==> src/rtl/vga_timing_pkg.sv <==
// Shared constants and types for the VGA raster timing generator.
// Holds the 640x480@60 defaults, the rgb444_t colour type and the
// colour-bar table used when the build defines VGA_TEST_PATTERN_EN.
package vga_timing_pkg;

  localparam int DEF_H_ACTIVE = 640;
  localparam int DEF_H_FP     = 16;
  localparam int DEF_H_SYNC   = 96;
  localparam int DEF_H_BP     = 48;
  localparam int DEF_V_ACTIVE = 480;
  localparam int DEF_V_FP     = 10;
  localparam int DEF_V_SYNC   = 2;
  localparam int DEF_V_BP     = 33;
  localparam int DEF_H_TOTAL  = DEF_H_ACTIVE + DEF_H_FP + DEF_H_SYNC + DEF_H_BP;
  localparam int DEF_V_TOTAL  = DEF_V_ACTIVE + DEF_V_FP + DEF_V_SYNC + DEF_V_BP;

  // Width of one test bar, in pixels.
  localparam int BAR_WIDTH = 80;

  typedef struct packed {
    logic [3:0] b;
    logic [3:0] g;
    logic [3:0] r;
  } rgb444_t;

  // Bar colours as {B,G,R}; entry 0 is the leftmost bar (entry 0 sits at the LSB end).
  localparam logic [7:0][11:0] BAR_TABLE = {
    12'h000, 12'h00f, 12'hf00, 12'hf0f,
    12'h0f0, 12'h0ff, 12'hff0, 12'hfff
  };

  // Which bar a given column falls into; columns past the last bar reuse it.
  function automatic logic [2:0] bar_index(input logic [9:0] col);
    logic [9:0] q;
    q = col / 10'(BAR_WIDTH);
    if (q > 10'd7) begin
      return 3'd7;
    end
    return q[2:0];
  endfunction

  function automatic rgb444_t bar_color(input logic [2:0] idx);
    return rgb444_t'(BAR_TABLE[idx]);
  endfunction

endpackage

==> src/rtl/vga_delay_line.sv <==
// Fixed-depth shift register with synchronous reset to a given value.
// DEPTH=0 collapses to a plain wire.
module vga_delay_line #(
  parameter int               WIDTH   = 1,
  parameter int               DEPTH   = 1,
  parameter logic [WIDTH-1:0] RST_VAL = '0
) (
  input  logic             vga_clk,
  input  logic             vga_rst,
  input  logic [WIDTH-1:0] din,
  output logic [WIDTH-1:0] dout
);

  genvar gi;

  generate
    if (DEPTH == 0) begin : g_bypass
      assign dout = din;
      // Clock and reset have no job in the zero-latency build.
      logic unused_ctrl;
      assign unused_ctrl = vga_clk ^ vga_rst;
    end else begin : g_pipe
      logic [WIDTH-1:0] stage_reg [DEPTH];

      for (gi = 0; gi < DEPTH; gi++) begin : g_stage
        logic [WIDTH-1:0] stage_next;
        if (gi == 0) begin : g_head
          assign stage_next = din;
        end else begin : g_tail
          assign stage_next = stage_reg[gi-1];
        end

        // One pipeline stage; reset flushes it to the idle value.
        always_ff @(posedge vga_clk) begin
          if (vga_rst) begin
            stage_reg[gi] <= RST_VAL;
          end else begin
            stage_reg[gi] <= stage_next;
          end
        end
      end

      assign dout = stage_reg[DEPTH-1];
    end
  endgenerate

endmodule

==> src/rtl/vga_timing_ctrl.sv <==
// VGA raster timing generator. Counts pixels/lines, presents the current
// coordinate to the renderer, and delays hs/vs/de by the renderer latency
// so sync, blanking and colour line up at the connector.
// Optional build macro: VGA_TEST_PATTERN_EN (test_mode selects colour bars).
module vga_timing_ctrl
  import vga_timing_pkg::*;
#(
  parameter int H_ACTIVE = DEF_H_ACTIVE,
  parameter int H_FP     = DEF_H_FP,
  parameter int H_SYNC   = DEF_H_SYNC,
  parameter int H_BP     = DEF_H_BP,
  parameter int V_ACTIVE = DEF_V_ACTIVE,
  parameter int V_FP     = DEF_V_FP,
  parameter int V_SYNC   = DEF_V_SYNC,
  parameter int V_BP     = DEF_V_BP,
  parameter bit SYNC_POL = 1'b0,
  parameter int PIX_LAT  = 1
) (
  input  logic        vga_clk,
  input  logic        vga_rst,
  input  logic [11:0] pixel_data,
  input  logic        test_mode,
  output logic [9:0]  x_pos,
  output logic [9:0]  y_pos,
  output logic        hs,
  output logic        vs,
  output logic [3:0]  vga_r,
  output logic [3:0]  vga_g,
  output logic [3:0]  vga_b,
  output logic        de,
  output logic        frame_start
);

  localparam int H_TOTAL = H_ACTIVE + H_FP + H_SYNC + H_BP;
  localparam int V_TOTAL = V_ACTIVE + V_FP + V_SYNC + V_BP;

  localparam logic [9:0] H_ACT_L        = 10'(H_ACTIVE);
  localparam logic [9:0] H_SYNC_FIRST_L = 10'(H_ACTIVE + H_FP);
  localparam logic [9:0] H_SYNC_LAST_L  = 10'(H_ACTIVE + H_FP + H_SYNC - 1);
  localparam logic [9:0] H_LAST_L       = 10'(H_TOTAL - 1);
  localparam logic [9:0] V_ACT_L        = 10'(V_ACTIVE);
  localparam logic [9:0] V_SYNC_FIRST_L = 10'(V_ACTIVE + V_FP);
  localparam logic [9:0] V_SYNC_LAST_L  = 10'(V_ACTIVE + V_FP + V_SYNC - 1);
  localparam logic [9:0] V_LAST_L       = 10'(V_TOTAL - 1);

  generate
    if (H_TOTAL > 1024 || V_TOTAL > 1024) begin : g_bad_size
      $error("vga_timing_ctrl: line or frame total does not fit the 10-bit counters");
    end
    if (PIX_LAT < 0 || PIX_LAT > 4) begin : g_bad_lat
      $error("vga_timing_ctrl: PIX_LAT must be in 0..4");
    end
  endgenerate

  logic [9:0] h_cnt_reg, h_cnt_next;
  logic [9:0] v_cnt_reg, v_cnt_next;
  logic       act;
  logic       hs_raw;
  logic       vs_raw;
  logic [2:0] tim_dly;
  rgb444_t    pix_sel;

  // Next counter values: h wraps every line, v advances only on the h wrap.
  always_comb begin
    h_cnt_next = h_cnt_reg + 10'd1;
    v_cnt_next = v_cnt_reg;
    if (h_cnt_reg == H_LAST_L) begin
      h_cnt_next = '0;
      v_cnt_next = (v_cnt_reg == V_LAST_L) ? '0 : v_cnt_reg + 10'd1;
    end
  end

  // Counter registers; reset restarts the frame at (0,0).
  always_ff @(posedge vga_clk) begin
    if (vga_rst) begin
      h_cnt_reg <= '0;
      v_cnt_reg <= '0;
    end else begin
      h_cnt_reg <= h_cnt_next;
      v_cnt_reg <= v_cnt_next;
    end
  end

  // Undelayed timing decode; sync asserts at SYNC_POL inside its window.
  always_comb begin
    act    = (h_cnt_reg < H_ACT_L) && (v_cnt_reg < V_ACT_L);
    hs_raw = ((h_cnt_reg >= H_SYNC_FIRST_L) && (h_cnt_reg <= H_SYNC_LAST_L)) ? SYNC_POL : ~SYNC_POL;
    vs_raw = ((v_cnt_reg >= V_SYNC_FIRST_L) && (v_cnt_reg <= V_SYNC_LAST_L)) ? SYNC_POL : ~SYNC_POL;
  end

  // Coordinates go to the renderer undelayed; it supplies the latency.
  assign x_pos       = act ? h_cnt_reg : '0;
  assign y_pos       = act ? v_cnt_reg : '0;
  assign frame_start = (h_cnt_reg == '0) && (v_cnt_reg == '0);

  vga_delay_line #(
    .WIDTH   (3),
    .DEPTH   (PIX_LAT),
    .RST_VAL ({~SYNC_POL, ~SYNC_POL, 1'b0})
  ) u_tim_dly (
    .vga_clk (vga_clk),
    .vga_rst (vga_rst),
    .din     ({hs_raw, vs_raw, act}),
    .dout    (tim_dly)
  );

  assign hs = tim_dly[2];
  assign vs = tim_dly[1];
  assign de = tim_dly[0];

`ifdef VGA_TEST_PATTERN_EN
  // Column delayed alongside de so the bars line up with the blanking.
  logic [9:0] col_dly;

  vga_delay_line #(
    .WIDTH   (10),
    .DEPTH   (PIX_LAT),
    .RST_VAL ('0)
  ) u_col_dly (
    .vga_clk (vga_clk),
    .vga_rst (vga_rst),
    .din     (x_pos),
    .dout    (col_dly)
  );
`else
  logic unused_test_mode;
  assign unused_test_mode = test_mode;
`endif

  // Colour select and blanking; pixel_data arrives in step with delayed de.
  always_comb begin
    pix_sel = rgb444_t'(pixel_data);
`ifdef VGA_TEST_PATTERN_EN
    if (test_mode) begin
      pix_sel = bar_color(bar_index(col_dly));
    end
`endif
    if (!de) begin
      pix_sel = '0;
    end
  end

  assign vga_b = pix_sel.b;
  assign vga_g = pix_sel.g;
  assign vga_r = pix_sel.r;

endmodule

==> config.mk <==
export PLATFORM = sky130hd
export DESIGN_NAME = vga_timing_ctrl
export DESIGN_NICKNAME = d
export VERILOG_FILES = /design/src/rtl/vga_timing_pkg.sv /design/src/rtl/vga_delay_line.sv /design/src/rtl/vga_timing_ctrl.sv
export SDC_FILE = /design/constraint.sdc
export NUM_CORES = 1
export LEC_CHECK = 0
export CAP_MARGIN = 0
export CORE_AREA = 4 4 60 62
export CTS_CLUSTER_DIAMETER = 50
export CTS_CLUSTER_SIZE = 12
export DETAILED_ROUTE_END_ITERATION = 12
export DIE_AREA = 0 0 64 66
export GPL_ROUTABILITY_DRIVEN = 0
export PLACE_DENSITY = 0.85
export SLEW_MARGIN = 40
export SYNTH_ARGS = -nofsm -noshare
export SYNTH_HDL_FRONTEND = slang
export SYNTH_SLANG_ARGS = --single-unit
==> constraint.sdc <==
create_clock -name vga_clk -period 4.7 [get_ports vga_clk]
set_input_delay 0.705 -clock vga_clk [delete_from_list [all_inputs] [get_ports vga_clk]]
set_output_delay 0.705 -clock vga_clk [all_outputs]
set_load 0.02 [all_outputs]
Word level (Yosys, flattened, before mapping) --
Memories as Yosys holds them, arrays and structs flattened. Index checks and enable logic that the tools add are counted.
Operators by class: $add $sub $neg 2, reductions and logical operators 8, multiplexer cells 11, $lt $le $gt $ge 6, equality and inequality tests 2
Operators with widths (number):
- 10-bit two-way mux | 3
- 10-bit by 1-bit adder with 10-bit output (second input constant) | 2
- 10-bit == test (second input constant) | 2
- 10-bit logical NOT | 2
- 12-bit two-way mux | 1
- 10-bit greater-or-equal comparator (second input constant) | 1
- 10-bit by 9-bit greater-or-equal comparator with 1-bit output (second input constant) | 1
- 10-bit <= comparator (second input constant) | 1
- 10-bit by 9-bit <= comparator with 1-bit output (second input constant) | 1
- 10-bit less-than comparator (second input constant) | 1
- 10-bit by 9-bit less-than comparator with 1-bit output (second input constant) | 1
- 1-bit two-way mux | 6
- 1-bit logical AND | 4
- 3-bit two-way mux | 1
- 3-bit OR reduction | 1
- 2-bit OR reduction | 1
Storage, ports and cells: RAM bits 3, word-level logic and storage cells 32, bits of input ports 15, output and inout bits 36, bits in registers 20, memories 1
Memories:
- u_tim_dly.g_pipe.stage_reg | words 1, bits a word 3, rd ports 1, clocked after Yosys merged registers in 0, wr ports 1, line vga_delay_line.sv:23 | logic [WIDTH-1:0] stage_reg [DEPTH];

Longest topological paths before layout --
word-level depth 4, depth in mapped cells 6, mapped depth without buffers 6

Modules after synthesis --
From an unflattened synthesis, not the netlist that was laid out.
Second synthesis, totals: cells, all modules 167, area total of the unflattened synthesis 1405.1 µm²
Modules (own cells, without submodules):
- vga_timing_ctrl | cells each 161, seq. area each 400.4 µm², instances 1, area an instance 1326.3 µm²
- vga_delay_line | cells each 6, seq. area each 60.1 µm², instances 1, area an instance 78.8 µm²

Worst setup path before layout --
OpenSTA, ideal clock, no wires.
path kind register to output, from register v_cnt_reg[2], to output frame_start, data required time 3.995 ns, buffers on the path 1, setup slack 2.404 ns, arrival time 1.591 ns, stages on the path, launching flop included 4, path through dfxtp_1 clkbuf_1 or4_1 nor4_1
Between the ends: cells in the longest elaborated chain, start to end 2
RTL lines:
- from (decl) | line vga_timing_ctrl.sv:56 | logic [9:0] v_cnt_reg, v_cnt_next;
- from (signal assigned) | line vga_timing_ctrl.sv:80 | v_cnt_reg <= v_cnt_next;
- 10-bit logical NOT | line vga_timing_ctrl.sv:94 | assign frame_start = (h_cnt_reg == '0) && (v_cnt_reg == '0);
- 1-bit logical AND | line vga_timing_ctrl.sv:94
- to (decl) | line vga_timing_ctrl.sv:31 | output logic frame_start
Every way passes these cells.

Final worst setup path --
from register v_cnt_reg[6], to output y_pos[4]
Between the ends: cells in the longest elaborated chain, start to end 3
RTL lines:
- 10-bit by 9-bit less-than comparator with 1-bit output | line vga_timing_ctrl.sv:86 | act = (h_cnt_reg < H_ACT_L) && (v_cnt_reg < V_ACT_L);
- 1-bit logical AND | line vga_timing_ctrl.sv:86
- 10-bit two-way mux | line vga_timing_ctrl.sv:93 | assign y_pos = act ? v_cnt_reg : '0;
- to (decl) | line vga_timing_ctrl.sv:24 | output logic [9:0] y_pos,
Every way passes these cells.

==> impl_metrics.toml <==
[final_layout]
layout.cells.non_filler = 256
mostFrequentLayoutCells = "clkdlybuf4s50_1 (48), and2_1 (25), dfxtp_1 (23)"
antenna_cells = 0
final_common_cell = "clkdlybuf4s50_1"
final_nets = 232
num-fill-cells = 266
layout.area.seq_um2 = 460
syn_to_final_growth_pct = 37.2
multi_input_area_um2 = 837
drive_above_1_share_pct = 4.72
fin_area_um2 = 1890

[clock_tree]
htree_levels = 1
clk_latency_ns = 0.32
cts_sinks = 23
cts_tree = "yes"
postCtsSetupBuffers = 0
ctsLongestPathBuffers = 2
clockRootBuffer = "clkbuf_4"
cts_buffers = 3
clk_pin_slew_worst_paths_ns = 0.14
cts_hold_buf = 0
cts_resized = 0

[detailed_routing]
post-route-drc-count = 0
dr.pass1.iters = 4
vias_per_cell = 5.23
vias = 1339
drt-initial-drc-count = 45
wl_per_cell_um = 12.9
drt_wl_total_um = 3300
ant_nets = 0

[worst_setup_path]
crit_end = "y_pos[4]"
cp_slowest_cell = "clkdlybuf4s50_1"
cp-start-kind = "register"
critPathRequiredTime_ns = 3.99
crit_path_end_kind = "primary output"
cp-startpoint = "v_cnt_reg[6]"
cp.arrival_ns = 2.54
crit_fanout = 13
cpPeakStageDelay_ns = 0.60
r2r-start = "h_cnt_reg[0]"
crit_chain = "and3_1, and2_1, nor3_2, and2_2, clkdlybuf4s50_1"
r2r_setup_slack_ns = 2.75
critical_path_class = "reg -> out"
r2r-end = "v_cnt_reg[6]"
reg2reg_depth = 5

[yosys]
synth-edff-count = 0
synthesis.nets = 191
synthArstFlopShare_pct = 0
syn_area_per_cell_um2 = 8.01
synth_flop_cell = "dfxtp_1"
synth_area_um2 = 1380
ys_seq_area_share_pct = 33.4
yosys_warnings = 0
ys_ff_latch = 23
yosysUniqueCellTypes = 40
syn_inst = 172

[die]
die_width_um = 64
die-area_um2 = 4220
die_h_um = 66
rows = 20
core_um2 = 3030
start_util_pct = 45.5
num_io_pins = 51

[place]
hpwl_um = 2540
postPlaceCellArea_um2 = 1860
dpl.cell_count = 252
numPortBuffers = 48

[outcome]
outcome = "finished, final reports clean"

[pwr]
ir_worst_vdd_mv = 0.112
power_density_nw_per_um2 = 188
p_leak_nw = 0.655

[timing]
holdWs_ns = 0.491
finalCriticalPeriod_ns = 3.24
rsz0062_at_grt = "false"
setup_violations = 0
min_period_over_period_pct = 69.0
finalHoldViolCount = 0
slew_viol_final = 0
finalSetupTns_ns = 0
fin_skew_ns = 0.0110
slew_headroom_pct = 59.6
max_freq_mhz = 308
tightest_slew_ns = 0.603

[min_path]
hold_path_class = "reg -> reg"
hold_path_startpoint = "h_cnt_reg[0]"

[global_routing]
grt-ovfl-total = 0
antenna_found_initial = 0
grt_first_pass_wirelength_um = 5490
first_global_vias = 1232
grt_max_degree = 14
grtUsageTotal_pct = 16.1

[run]
cap_violations = 0
layout make-up:
class	count	share of cell area [%]
tap	44	2.91
inverter	8	1.59
timing repair buffer	48	25.4
clock inverter	1	0.265
sequential	23	24.4
clock buffer	3	1.19
multi-input combinational	129	44.3
logic make-up after synthesis:
logic type               count (synthesis)  share of synthesized area [%]
AND/OR/NAND/NOR                        101                           43.5
flip-flops                              23                           33.4
buffers and inverters                   20                           6.18
XOR/XNOR                                13                           8.27
AO/OA/AOI/OAI                            9                           4.00
adder cells (fa/ha/maj)                  4                           3.63
other                                    1                          0.272
multiplexers                             1                          0.727
worst max-delay path, delay by kind of cell, from the launching register on:
family                 cells  cell delay [ns]
and+or+nand+nor            4             1.26
DFF                        1             0.37
buffers and inverters      1             0.60
power breakdown:
group	switching, W	internal, W
Sequential	0.00000390	0.000198
Combinational	0.0000261	0.0000325
Clock	0.0000627	0.0000318
layer usage:
layer / global-route usage, % / vias up / part of all wire (%)
met5: 0 / - / 0
met4: 7.01 / 0 / 1.5
met3: 4.08 / 4 / 11
met2: 27.2 / 56 / 46
met1: 19.2 / 613 / 42
li1: - / 666 / -
stage by stage:
step | utilization [%] | setup slack [ns] | total power, W
6_report | 62.4 | 1.46 | 0.000355
5_1_grt | 62.4 | 1.25 | 0.000372
4_1_cts | 62.4 | 1.39 | 0.000356
3_5_place_dp | 61.5 | 1.74 | 0.000265
3_3_place_gp | 61.4 | 1.41 | 0.000265
2_1_floorplan | - | 2.40 | 0.000234
worst min-delay path by stage:
stage | end | cells past startpoint | slack (ns)
after floorplan | h_cnt_reg[0] | 1 | 0.44
after global placement | h_cnt_reg[0] | 1 | 0.46
after detailed placement | h_cnt_reg[0] | 1 | 0.47
after CTS | h_cnt_reg[0] | 1 | 0.50
after global routing | h_cnt_reg[0] | 1 | 0.53
final | h_cnt_reg[0] | 1 | 0.49
cells in the mapped netlist, drive strengths merged (3+ instances only):
cell | n | area share (%)
and2 | 26 | 12
dfxtp | 23 | 33
nor2 | 20 | 5.4
nor4 | 14 | 6.4
nand3 | 10 | 4.5
xnor2 | 10 | 6.4
clkbuf | 9 | 2.5
inv | 8 | 2.2
nor3 | 5 | 1.8
ha | 4 | 3.6
nand2 | 4 | 1.1
nand4 | 4 | 1.8
a21oi | 3 | 1.1
and3 | 3 | 1.4
buf | 3 | 1.5
or3 | 3 | 1.4
or4 | 3 | 2.0
xor2 | 3 | 1.9
Note: power is estimated with default switching activity, not from simulation.
